--- config.mk ---
export PLATFORM = sky130hd
export DESIGN_NAME = pipelined_ripple_adder
export DESIGN_NICKNAME = d
export VERILOG_FILES = /design/src/rtl/pipelined_ripple_adder.sv
export SDC_FILE = /design/constraint.sdc
export NUM_CORES = 1
export LEC_CHECK = 0
export CORE_UTILIZATION = 50
export CTS_CLUSTER_SIZE = 25
export DETAILED_ROUTE_END_ITERATION = 8
export PLACE_DENSITY_LB_ADDON = 0.1
export SLEW_MARGIN = 20
export SYNTH_ARGS = -nofsm -noshare
export SYNTH_HDL_FRONTEND = slang
export SYNTH_SLANG_ARGS = --single-unit
export TNS_END_PERCENT = 1
--- constraint.sdc ---
create_clock -name clk -period 2.47 [get_ports clk]
set_input_delay 0.247 -clock clk [delete_from_list [all_inputs] [get_ports clk]]
set_output_delay 0.247 -clock clk [all_outputs]
set_load 0.02 [all_outputs]
--- src/rtl/pipelined_ripple_adder.sv ---
// Pipelined ripple-carry adder: SEG sum bits per stage, STAGES = WIDTH/SEG, valid/ready flow control.
// Define RCA_OVF_EN to add the registered signed-overflow output ovf.
module pipelined_ripple_adder #(
    parameter int WIDTH = 16,
    parameter int SEG   = 4
) (
    input  logic             clk,
    input  logic             rst,
    input  logic             in_valid,
    output logic             in_ready,
    input  logic [WIDTH-1:0] a,
    input  logic [WIDTH-1:0] b,
    input  logic             cin,
    output logic             out_valid,
    input  logic             out_ready,
    output logic [WIDTH-1:0] sum,
    output logic             cout
`ifdef RCA_OVF_EN
    ,
    output logic             ovf
`endif
);
    localparam int STAGES = (SEG >= 1) ? (WIDTH / SEG) : 1;

    if (SEG < 1 || WIDTH < 1 || (WIDTH % SEG) != 0) begin : g_bad_params
        $error("pipelined_ripple_adder: WIDTH must be a positive multiple of SEG, SEG >= 1");
    end

    function automatic logic [1:0] full_add(input logic x, input logic y, input logic c);
        full_add = {(x & y) | (c & (x ^ y)), x ^ y ^ c};
    endfunction

    logic advance_s;

    assign advance_s = !out_valid || out_ready;
    assign in_ready  = advance_s;

    // Operand bits still to be added shrink by SEG per stage; computed sum bits grow by SEG.
    for (genvar k = 0; k < STAGES; k++) begin : stage
        localparam int AW = WIDTH - k * SEG;
        localparam int SW = (k + 1) * SEG;

        logic [AW-1:0]  a_in_s;
        logic [AW-1:0]  b_in_s;
        logic           v_in_s;
        logic           c_in_s;
        logic [SEG-1:0] seg_sum_s;
        logic           seg_cout_s;
        logic [SW-1:0]  sum_next_s;
        logic           valid_r;
        logic           carry_r;
        logic [SW-1:0]  sum_r;

        if (k == 0) begin : g_first
            assign a_in_s     = a;
            assign b_in_s     = b;
            assign v_in_s     = in_valid;
            assign c_in_s     = cin;
            assign sum_next_s = seg_sum_s;
        end else begin : g_next
            assign a_in_s     = stage[k-1].g_fwd.a_r;
            assign b_in_s     = stage[k-1].g_fwd.b_r;
            assign v_in_s     = stage[k-1].valid_r;
            assign c_in_s     = stage[k-1].carry_r;
            assign sum_next_s = {seg_sum_s, stage[k-1].sum_r};
        end

        // SEG-bit ripple of full adders over the lowest unconsumed operand bits.
        always_comb begin
            logic       c_v;
            logic [1:0] fa_v;
            c_v       = c_in_s;
            fa_v      = 2'b00;
            seg_sum_s = '0;
            for (int i = 0; i < SEG; i++) begin
                fa_v         = full_add(a_in_s[i], b_in_s[i], c_v);
                seg_sum_s[i] = fa_v[0];
                c_v          = fa_v[1];
            end
            seg_cout_s = c_v;
        end

        // Stage register: valid always follows the pipe, data only loads for real operations.
        always_ff @(posedge clk) begin
            if (rst) begin
                valid_r <= 1'b0;
                carry_r <= 1'b0;
                sum_r   <= '0;
            end else if (advance_s) begin
                valid_r <= v_in_s;
                if (v_in_s) begin
                    carry_r <= seg_cout_s;
                    sum_r   <= sum_next_s;
                end else begin
                    carry_r <= carry_r;
                    sum_r   <= sum_r;
                end
            end
        end

        if (k < STAGES - 1) begin : g_fwd
            logic [AW-SEG-1:0] a_r;
            logic [AW-SEG-1:0] b_r;

            // Forward the operand bits later stages still need.
            always_ff @(posedge clk) begin
                if (rst) begin
                    a_r <= '0;
                    b_r <= '0;
                end else if (advance_s && v_in_s) begin
                    a_r <= a_in_s[AW-1:SEG];
                    b_r <= b_in_s[AW-1:SEG];
                end
            end
        end
    end

    assign out_valid = stage[STAGES-1].valid_r;
    assign sum       = stage[STAGES-1].sum_r;
    assign cout      = stage[STAGES-1].carry_r;

`ifdef RCA_OVF_EN
    logic ovf_r;

    // The last stage sees the operand MSBs at bit SEG-1 of its inputs.
    always_ff @(posedge clk) begin
        if (rst) begin
            ovf_r <= 1'b0;
        end else if (advance_s && stage[STAGES-1].v_in_s) begin
            ovf_r <= (stage[STAGES-1].a_in_s[SEG-1] == stage[STAGES-1].b_in_s[SEG-1]) &&
                     (stage[STAGES-1].seg_sum_s[SEG-1] != stage[STAGES-1].a_in_s[SEG-1]);
        end
    end

    assign ovf = ovf_r;
`endif
endmodule

# Word level (Yosys, flattened, before mapping)
# Index checks and enable logic that the tools add are counted.
dict set report op_classes {
  bitwise_logic 80
  n_reduce_logical 9
}
# operator n
set ops {}
lappend ops {{AND 1 bit} 32}
lappend ops {{bitwise XOR 1 bit} 32}
lappend ops {{OR 1 bit} 16}
lappend ops {{AND reduction 2 bit} 4}
lappend ops {{logical AND 1 bit} 3}
lappend ops {{zero test 1 bit} 1}
lappend ops {{logical OR 1 bit} 1}
dict set report totals {
  reg_bits 96
  output_inout_bits 19
  wordCells 107
}

# Logic depth before layout (Yosys ltp)
dict set report logic_depth {
  ltp_word 9
  ltp_mapped 8
  mapped_depth_nobuf 8
}

# Worst setup path before layout
# No wires, ideal clock.
dict set report synth_path {
  path_type {register -> register}
  start {reg stage[1].carry_r}
  end {reg stage[2].sum_r[11]}
  setup_time_ns 0.086
  t_arrival_ns 1.942
  required_ns 2.384
  path_slack_ns 0.442
  stages_incl_launch_ff 9
  cell_sequence {dfxtp_1 fa_1 inv_1 fa_1 inv_1 fa_1 inv_1 fa_1 a211oi_1}
}
dict set report synth_via {
  elab_chain_len 7
}
# element line
set synth_lines {}
lappend synth_lines {{start, declared} 51} ;# logic carry_r;
lappend synth_lines {{start signal, assigned} 92} ;# carry_r <= seg_cout_s;
lappend synth_lines {{start signal, assigned} 95} ;# carry_r <= carry_r;
lappend synth_lines {{AND 1 bit} 30} ;# full_add = {(x & y) | (c & (x ^ y)), x ^ y ^ c};
lappend synth_lines {{OR 1 bit} 30}
lappend synth_lines {{AND 1 bit} 30}
lappend synth_lines {{OR 1 bit} 30}
lappend synth_lines {{AND 1 bit} 30}
lappend synth_lines {{OR 1 bit} 30}
lappend synth_lines {{bitwise XOR 1 bit} 30}
lappend synth_lines {{end signal, assigned} 93} ;# sum_r <= sum_next_s;
lappend synth_lines {{end signal, assigned} 96} ;# sum_r <= sum_r;
lappend synth_lines {{end, declared} 52} ;# logic [SW-1:0] sum_r;
# No other way between the ends.
# A chain may end at the register's enable or synchronous reset.

# Worst setup path in the final report
# Ends and elaborated chain as after synthesis.

==> metrics <==
clock network latency to the later pin of the worst-skew pair=350 ps; # H-tree levels=3; Vias/cell=5.20; CTS Root Cell=clkbuf_8; GRT Total Usage=0.195; ant diodes=0; Sink Count=96; CTS clock-pin slew for the worst setup and hold paths=90 ps; crit path max fanout=2; nets@finish=531; PortBufs=55; largest net degree at the start of global routing=73; most frequent CP cell=fa_1; GR Overflow Total=0; min-delay worst type=in2reg; Arr. time, crit path=2420 ps; Post-synth ARST share=0; worst path cell trace=fa_1 > inv_1 > fa_1 > inv_1 > fa_1 > inv_1 > fa_1 > a211oi_1; total power=0.00297 W; Synth Flop Type=dfxtp_1; cell with the most instances after synthesis=dfxtp_1; first-pass GRT wire length=13400 µm; post-synth design cell area=0.00415 mm²; Pleak=1.88 nW; Initial Util=0.526; HPWL after DPL=5300 µm; Post-synth EDFFs=0; status=completed; slowest CP cell=fa_1; # rows=32; delay-heaviest family, CP=adder cells; routed wire length=7740 µm; Clock Tree Buf Depth=2; setup violators final=0; Final Cycle Share=0.873; final hold vios=0; critical setup path kind=reg2reg; Core Area=0.00789 mm²; # IOs=56; Post-CTS Resized=0; sum of negative setup slack=0 ps; worst vdd ir=0.333 mV; synthesized flop and latch total=96; post-synthesis area per instance=9.43 µm²; Die W=93.1 µm; CP Capture Type=flop; Synth top cells by count=dfxtp_1, a21oi_1, nand2b_1, nand3_1, mux2i_1; leading area contributor after synthesis=dfxtp_1; share of cells above drive strength 1=0.0541; Worst slew margin=0.586; Pre-Repair DR Iteration Count=4; clock skew=8.29 ps; routed vias=3033; Ys Warns=0; post-CTS setup buffer count=0; Power Density=605 mW/mm²; post-synthesis cell type count=22; CTS Hold Buffers Added=0; Slew Viols, Final=0; area grow syn2layout=18.3%; Seq/Total Area, Yosys=0.463; syn_nets=493; synth top area cells=dfxtp_1, nand2b_1, mux2i_1; type of origin of the critical path=flop; max-cap viol count=0; CTS tree=yes; initial antenna violation count=0; number of nets with antenna violations after detailed routing=0; Post-Syn Instances=440; maximum clock frequency=464 MHz; Req. time, crit path=2740 ps; WL/cell=13.3 µm; Die H=93.1 µm; setup ws final=314 ps; routability cong.=0.798; CP max stage delay=410 ps; Die Area=0.00867 mm²; post-synth top area share=0.463; iteration-0 DRC count of the detailed router=83; crit path buf inv count=3; Num CTS Buffers=9; Worst Max-Slew Pin Slew=620 ps; min Tclk post-route=2160 ps; RSZ-0062 raised after global routing=no; Setup WS pre-CTS=-13.6 ps; DRC viols=0; vias in the first global route=2901
per-layer routing:
metal / track usage / part of all wire / vias up
met5: 0 / 0 / -
met4: 0.0846 / 0.010 / 0
met3: 0.0293 / 0.031 / 5
met2: 0.313 / 0.48 / 58
met1: 0.261 / 0.48 / 1412
li1: - / - / 1558
cells in the final DEF (no fill, tap or decap), drive strengths merged:
| cell | count |
|---|---|
| dfxtp | 96 |
| a21oi | 55 |
| nand2b | 55 |
| clkdlybuf4s50 | 54 |
| o21ai | 46 |
| nand3 | 39 |
| mux2i | 34 |
| inv | 33 |
| fa | 16 |
| a211oi | 12 |
| clkbuf | 11 |
| buf | 8 |
| nand4b | 7 |
| nand2 | 7 |
| nor2 | 4 |
| bufinv | 2 |
| nor2b | 1 |
| clkinv | 1 |
tightest hold or removal path, stage by stage:
cell and delay, ps:
buf_2 120, nand2b_1 130, o21ai_0 70
flip-flops by register name, indices dropped and copies added (netlist names):
register / flops
stage.g_fwd.a_r: 24
stage.g_fwd.b_r: 24
stage.sum_r: 24
sum: 16
stage.carry_r: 3
stage.valid_r: 3
cout: 1
out_valid: 1
kinds of logic (layout without fill, tap and decap cells):
| group | after synthesis | after routing | synth area share |
|---|---|---|---|
| AOI/OAI and AO/OA | 113 | 113 | 0.144 |
| and+or+nand+nor | 113 | 113 | 0.160 |
| DFF | 96 | 96 | 0.463 |
| buffers and inverters | 68 | 109 | 0.0736 |
| muxes | 34 | 34 | 0.0820 |
| adders and majority gates | 16 | 16 | 0.0772 |
area by class of cell:
class	count	area (µm²)
clock buffer	11	131
clock inverter	3	68.8
fill	723	2980
inverter	33	126
multi-input combinational	276	1920
sequential	96	1920
tap	102	128
timing repair buffer	62	611
final timing paths:
kind              slack (ps)  cells past startpoint                  start                     to
setup reg to reg         310                      8       stage[1].carry_r     stage[2].sum_r[11]
hold reg to reg          470                      2  stage[0].g_fwd.b_r[9]  stage[1].g_fwd.b_r[5]
hold / removal           260                      3                    rst      stage[0].sum_r[1]
setup / recovery         310                      8       stage[1].carry_r     stage[2].sum_r[11]
stage by stage:
step           instances  hold WS (ps)  cell area (µm²)  utilization
3_3_place_gp         569           453             4710        0.597
2_1_floorplan        440           395             4150            -
5_1_grt              583           302             4910        0.622
4_1_cts              583           249             4910        0.622
3_5_place_dp         569           458             4710        0.597
6_report             583           259             4910        0.622
power by group:
group          switching [W]  leakage (nW)  internal, W
logic               0.000133         0.998     0.000138
registers          0.0000288         0.782      0.00160
clock network       0.000510        0.0995     0.000563
total               0.000671          1.88      0.00230
Power figures use the tool's default switching activity.
